## config.mk

```make
export PLATFORM = sky130hd
export DESIGN_NAME = booth_multiplicador
export DESIGN_NICKNAME = d
export VERILOG_FILES = /design/src/rtl/booth_pkg.sv /design/src/rtl/booth_paso.sv /design/src/rtl/booth_multiplicador.sv
export SDC_FILE = /design/constraint.sdc
export NUM_CORES = 1
export LEC_CHECK = 0
export BUFFER_PORTS_ARGS = -buffer_cell sky130_fd_sc_hd__buf_2
export CAP_MARGIN = 5
export CORE_ASPECT_RATIO = 0.8
export CORE_MARGIN = 4
export CORE_UTILIZATION = 57
export DETAILED_ROUTE_END_ITERATION = 7
export PLACE_DENSITY = 0.86
export SYNTH_ARGS = -nofsm -noshare
export SYNTH_HDL_FRONTEND = slang
export SYNTH_SLANG_ARGS = --single-unit
export TNS_END_PERCENT = 5
```

## constraint.sdc

```tcl
create_clock -name Clk_100M -period 4.4 [get_ports Clk_100M]
set_input_delay 0.88 -clock Clk_100M [delete_from_list [all_inputs] [get_ports Clk_100M]]
set_output_delay 0.88 -clock Clk_100M [all_outputs]
set_load 0.005 [all_outputs]
```

## src/rtl/booth_pkg.sv

```systemverilog
// Shared types and constants for the radix-2 Booth multiplier.
package booth_pkg;

    localparam int WIDTH = 8;
    localparam int ACC_W = WIDTH + 1;

    typedef enum logic [1:0] {
        IDLE = 2'd0,
        CALC = 2'd1,
        DONE = 2'd2
    } estado_t;

endpackage

```

## src/rtl/booth_paso.sv

```systemverilog
// One combinational Booth step: conditional add/subtract of M into A, then
// arithmetic shift right of {A, Q, Q_1}.
module booth_paso #(
    parameter int WIDTH = booth_pkg::WIDTH,
    parameter int ACC_W = booth_pkg::ACC_W
) (
    input  logic [ACC_W-1:0] i_a,
    input  logic [WIDTH-1:0] i_q,
    input  logic             i_q1,
    input  logic [ACC_W-1:0] i_m,
    output logic [ACC_W-1:0] o_a,
    output logic [WIDTH-1:0] o_q,
    output logic             o_q1
);

    logic [ACC_W-1:0] w_suma;

    always_comb begin
        w_suma = i_a;
        case ({i_q[0], i_q1})
            2'b01:   w_suma = i_a + i_m;
            2'b10:   w_suma = i_a - i_m;
            default: w_suma = i_a;
        endcase
    end

    // Old Q_1 falls off the bottom; the accumulator sign bit is replicated.
    assign {o_a, o_q, o_q1} = {w_suma[ACC_W-1], w_suma, i_q};

endmodule

```

## src/rtl/booth_multiplicador.sv

```systemverilog
// Sequential signed Booth multiplier: one step per clock, started by the
// rising edge of pb_salida, result held with sign and magnitude.
module booth_multiplicador #(
    parameter int WIDTH = booth_pkg::WIDTH
) (
    input  logic               Clk_100M,
    input  logic               reset,
    input  logic               pb_salida,
    input  logic [WIDTH-1:0]   multiplicador,
    input  logic [WIDTH-1:0]   multiplicando,
    output logic [2*WIDTH-1:0] producto,
    output logic               signo,
    output logic [2*WIDTH-1:0] magnitud,
    output logic               ocupado,
    output logic               listo,
    output logic [1:0]         o_estado_dbg
);
    import booth_pkg::*;

    localparam int AW = WIDTH + 1;
    localparam int CW = $clog2(WIDTH + 1);

    estado_t          r_estado;
    logic             r_pb_prev;
    logic [AW-1:0]    r_a;
    logic [WIDTH-1:0] r_q;
    logic             r_q1;
    logic [AW-1:0]    r_m;
    logic [CW-1:0]    r_cnt;

    logic               w_arranque;
    logic [AW-1:0]      w_a;
    logic [WIDTH-1:0]   w_q;
    logic               w_q1;
    logic [2*WIDTH-1:0] w_prod;
    logic [2*WIDTH-1:0] w_mag;

    assign w_arranque   = pb_salida & ~r_pb_prev;
    assign w_prod       = {w_a[WIDTH-1:0], w_q};
    assign w_mag        = w_prod[2*WIDTH-1] ? (~w_prod + 1'b1) : w_prod;
    assign o_estado_dbg = r_estado;

    booth_paso #(
        .WIDTH(WIDTH),
        .ACC_W(AW)
    ) u_paso (
        .i_a (r_a),
        .i_q (r_q),
        .i_q1(r_q1),
        .i_m (r_m),
        .o_a (w_a),
        .o_q (w_q),
        .o_q1(w_q1)
    );

    // pb_prev resets high so a button held through reset does not start.
    always_ff @(posedge Clk_100M or posedge reset) begin
        if (reset) begin
            r_estado  <= IDLE;
            r_pb_prev <= 1'b1;
            r_a       <= '0;
            r_q       <= '0;
            r_q1      <= 1'b0;
            r_m       <= '0;
            r_cnt     <= '0;
            producto  <= '0;
            signo     <= 1'b0;
            magnitud  <= '0;
            ocupado   <= 1'b0;
            listo     <= 1'b0;
        end else begin
            r_pb_prev <= pb_salida;
            case (r_estado)
                IDLE, DONE: begin
                    if (w_arranque) begin
                        r_a      <= '0;
                        r_q      <= multiplicador;
                        r_q1     <= 1'b0;
                        r_m      <= {multiplicando[WIDTH-1], multiplicando};
                        r_cnt    <= CW'(WIDTH);
                        ocupado  <= 1'b1;
                        listo    <= 1'b0;
                        r_estado <= CALC;
                    end
                end
                CALC: begin
                    r_a   <= w_a;
                    r_q   <= w_q;
                    r_q1  <= w_q1;
                    r_cnt <= r_cnt - CW'(1);
                    if (r_cnt == CW'(1)) begin
                        producto <= w_prod;
                        signo    <= w_prod[2*WIDTH-1];
                        magnitud <= w_mag;
                        ocupado  <= 1'b0;
                        listo    <= 1'b1;
                        r_estado <= DONE;
                    end
                end
                default: r_estado <= IDLE;
            endcase
        end
    end

endmodule

```

Word level (Yosys, flattened, before mapping)
Cells that the tools add are included.
- register bits after elaboration: 68
- ROM bits: 0
- memory bits (writable): 0
- memories kept: 0
- bits of input ports: 19
- word-level logic and storage cells: 52
- latch bits: 0
- add/sub/neg operators: 4
- multiplexer cells: 18
- shift-type cells: 0
- bitwise operators: 3
- reduce and logical (&&, ||, !) cells: 8
- eq/ne operators: 7
- magnitude comparators: 0
- multipliers: 0
- divide/modulo/power cells: 0
- operators by type and width (kind ; count):
    case mux 9 bit (2 select lines) ; 2
    adder 16 x 1 -> 16 bit, second input constant ; 1
    two-way mux 16 bit ; 1
    NOT 16 bit ; 1
    case mux 8 bit (2 select lines) ; 1
    adder 9 bit ; 1
    two-way mux 9 bit ; 1
    subtractor 9 bit ; 1
    two-way mux 8 bit ; 1
    case mux 4 bit (2 select lines) ; 1
    AND reduction 2 bit ; 4
    case mux 1 bit (2 select lines) ; 3
    equality test 2 x 1 -> 1 bit, second input constant ; 2
    equality test 2 bit, second input constant ; 2
    equality test 4 x 1 -> 1 bit, second input constant ; 1
    two-way mux 1 bit ; 4
    two-way mux 2 bit ; 2
    two-way mux 4 bit ; 1
    != test 2 bit, second input constant ; 2
    case mux 2 bit (2 select lines) ; 1
    subtractor 4 x 1 -> 4 bit, second input constant ; 1
    AND reduction 3 bit ; 1
    logical NOT 2 bit ; 1
    nonzero test 2 bit ; 1
    3 further kinds ; 3

Logic depth before layout (Yosys ltp)
- depth after elaboration: 5
- mapped depth: 15

Hierarchy
A second synthesis with hierarchy kept.
- cells, all modules: 389
- area, all modules: 3638.5 um^2
- by module, submodules not included (module ; area an instance (um^2) ; instances ; cells an instance):
    booth_multiplicador ; 2904.0 ; 1 ; 287
    booth_paso ; 734.5 ; 1 ; 102

Worst setup path after synthesis
No wires, ideal clock.
- path kind: reg2reg
- start point: reg r_m[3]
- end point: reg magnitud[13]
- setup slack: 1.031 ns
- stages on the path, launching flop included: 15
- arrival time: 3.289 ns
- cell sequence: dfrtp_1 > or3_1 > nor3_1 > a21oi_1 > xnor2_1 > ha_1 > a21o_1 > a31o_1 > or3_4 > and4_4 > buf_6 > or2_0 > buf_2 > a211o_1 > o211ai_2
- cells in the longest elaborated chain, start to end: 5
- RTL lines (item ; RTL line ; RTL):
    start: declaration ; booth_multiplicador.sv:28 ; logic [AW-1:0] r_m;
    start signal: assignment ; booth_multiplicador.sv:79 ; r_m <= {multiplicando[WIDTH-1], multiplicando};
    subtractor 9 bit or adder 9 bit (tied branches) ; booth_paso.sv:22, booth_paso.sv:21 ;
    case mux 9 bit (2 select lines) (*) ; booth_paso.sv:20 ; case ({i_q[0], i_q1})
    NOT 16 bit ; booth_multiplicador.sv:40 ; assign w_mag = w_prod[2*WIDTH-1] ? (~w_prod + 1'b1) : w_prod;
    adder 16 x 1 -> 16 bit ; booth_multiplicador.sv:40 ;
    two-way mux 16 bit (*) ; booth_multiplicador.sv:40 ;
    end signal: assignment ; booth_multiplicador.sv:94 ; magnitud <= w_mag;
    end: declaration ; booth_multiplicador.sv:13 ; output logic [2*WIDTH-1:0] magnitud,
Every way passes the cells marked *; elsewhere a longest branch is shown, timed or not.
A chain may end at the register's enable or synchronous reset.

Worst setup path in the final report
- start point: reg r_m[3]
- end point: reg magnitud[1]
- cells in the longest elaborated chain, start to end: 3
- RTL lines (item ; RTL line):
    subtractor 9 bit or adder 9 bit (tied branches) ; booth_paso.sv:22, booth_paso.sv:21
    case mux 9 bit (2 select lines) (*) ; booth_paso.sv:20
    two-way mux 16 bit (*) ; booth_multiplicador.sv:40
Marked as above.

==> summary.txt <==
Crit path capture type - flip-flop
Clock sinks - 65
Max Slew Vio Count - 0
Drc violations - 0
Share of the yosys chip area belonging to registers - 46.2%
Cells after synthesis - 391
Total grt overflow - 0
Final setup viols - 0
Startpoint types - flip-flop
Max Freq - 277 MHz
Vias - 3061
Die Span Y - 78.3 um
Final non-filler cell total - 524
Largest net degree at the start of global routing - 57
Share of cells above drive strength 1 - 20.1%
Initial antenna violation count - 0
Die Footprint - 0.00751 mm^2
RSZ-0062 raised after global routing - false
Fin crit period - 3.61 ns
Vias in the first global route - 2950
First-pass GRT wire length - 14100 um
Dpl hpwl - 5800 um
HP Class - reg -> reg
FP Rows - 25
Setup bufs post-CTS - 0
Clk root buf - clkbuf_8
CTS tree - done
CTS buffer count - 9
Most common cell in the synthesized netlist - nand2_1
Pre-CTS setup slack - 0.804 ns
Post-synth top area share - 45.5%
Fin nets - 471
Post-synth top area cell - dfrtp_1
Drt wl/cell - 15.7 um
Max-cap viol count - 0
Drt total wl - 8230 um
Final GP Congestion - 0.917
Crit path launch - r_m[3]
Least-Margin Pin Slew - 1.05 ns
Synthesized flop and latch total - 65
DRT Pass-1 Iters - 5
Mapped Area - 0.00352 mm^2
Drt initial violations - 323
Slew headroom - 29.9%
Post-CTS Hold Fix Bufs - 0
Die span in x - 95.9 um
CP Class - reg -> reg
Worst Path Max Fanout - 10
EDFF count, synth - 0
Worst path required time - 4.61 ns
Final ANT Viol Nets - 0
Final Cycle Share - 82.1%
Fin worst setup slack - 0.787 ns
Synth Net Count - 424
Asr flop ratio synth - 100%
Hold path startpoint - producto[2]
Count of final hold-check violations - 0
Slowest CP cell - dfrtp_1
Synth Warn # - 0
Core ar. - 0.00594 mm^2
Max incr delay on CP - 0.43 ns
Area Overhead vs Synth - 15.4%
Initial Util - 59.2%
I/O pin cnt - 56
Number of diodes - 0
Clock buffer depth - 2
Worst EP arrival - 3.82 ns
Dpl cells - 508
Global-route total usage across every layer - 24.5%
Clock transition at path regs - 0.07 ns
Clk_skew - 0.00762 ns
Post-synth top cells - nand2_1, dfrtp_1, o21ai_0
Worst-Skew Late Latency - 0.35 ns
Status - completed
Post-CTS Resized - 0
Synth area leaders - dfrtp_1, nand2_1, o21ai_0
Cell variety after synth - 58
R2r startpoint - r_m[3]
Port bufs - 55
Final TNS setup - 0 ns
Crit path cell chain - or3_1, nor3_1, a21oi_1, xnor2_1, ha_1, a21o_1, a31o_1, or3_4, a31oi_4, or2_0, mux2i_1, o21ai_0
DR vias/cell - 5.84
H-tree depth - 3
Synth Flop Type - dfrtp_1
Syn avg cell area - 9.00 um^2
[per-layer routing]
layer  routed length [um]  share of wire (%)  GRT usage, %
met5                    0                  0             0
met4                  143                1.7          8.81
met3                  559                6.8          5.36
met2                 3640                 44          36.6
met1                 3890                 47          35.0
[final cells by class]
type	instances	area (um^2)
Clock buffer	11	141
Clock inverter	5	103
Fill cell	483	1880
Inverter	16	60.1
Multi-Input combinational cell	288	1730
Sequential cell	65	1630
Tap cell	81	101
Timing Repair Buffer	58	298
[per-stage QoR]
stage / hold slack, ns / util (%) / cell area [um^2]
2_1_floorplan: 0.469 / - / 3520
3_3_place_gp: 0.456 / 64.3 / 3820
3_5_place_dp: 0.462 / 64.3 / 3820
4_1_cts: 0.478 / 68.4 / 4060
5_1_grt: 0.497 / 68.4 / 4060
6_report: 0.475 / 68.4 / 4060
[placed cells by master, fill, tap and decap left out, types with 3 or more instances in the layout]
master / count
o22ai_1: 3
o21a_1: 3
a21oi_1: 8
nand2_1: 83
buf_2: 55
buf_4: 3
nor2_1: 21
mux2_2: 3
a21o_1: 3
xor2_1: 6
a22oi_1: 4
o21ai_0: 40
clkbuf_8: 10
dfrtp_1: 64
ha_1: 13
bufinv_16: 3
xnor2_1: 14
nor3_1: 8
nand2b_1: 4
o31ai_1: 3
a31oi_1: 3
nor2b_1: 4
a221o_1: 3
nand4_1: 5
nand3_1: 15
inv_1: 15
[path summary, 6_finish.rpt]
path / end / slack [ns] / cells past startpoint
max in group asynchronous: producto[10] / 2.91 / 3
max reg2reg: magnitud[1] / 0.79 / 12
max: magnitud[1] / 0.79 / 12
min in group asynchronous: ocupado / 0.63 / 2
min reg2reg: producto[2] / 0.48 / 2
min: producto[2] / 0.48 / 2
[worst max-delay path: cells and delay by family (launching register included)]
| kind | cells | cell delay, ns |
|---|---|---|
| adders and majority gates | 1 | 0.36 |
| DFF | 1 | 0.43 |
| and+or+nand+nor | 4 | 1.37 |
| xor gates and xnor gates | 1 | 0.14 |
| AOI/OAI and AO/OA | 5 | 0.95 |
| muxes | 1 | 0.22 |
[state kept, by name (all words and copies together), names as in the netlist]
register / count
signo: 1
r_q: 8
r_m: 8
r_q1: 1
magnitud: 15
r_a: 8
ocupado: 1
listo: 1
o_estado_dbg: 2
r_pb_prev: 1
producto: 15
r_cnt: 4
[cell families after synthesis]
family / count (synthesis) / synth area share [%]
buffers and inverters: 38 / 4.55
AO/OA/AOI/OAI: 88 / 16.3
adder cells (fa/ha/maj): 14 / 5.19
XOR/XNOR: 20 / 4.98
multiplexers: 5 / 1.53
flip-flops: 65 / 46.2
AND/OR/NAND/NOR: 161 / 21.2
Power is left out: the tool's default activity adds up to more than one toggle a clock period on the data nets, which glitch-free logic cannot reach.
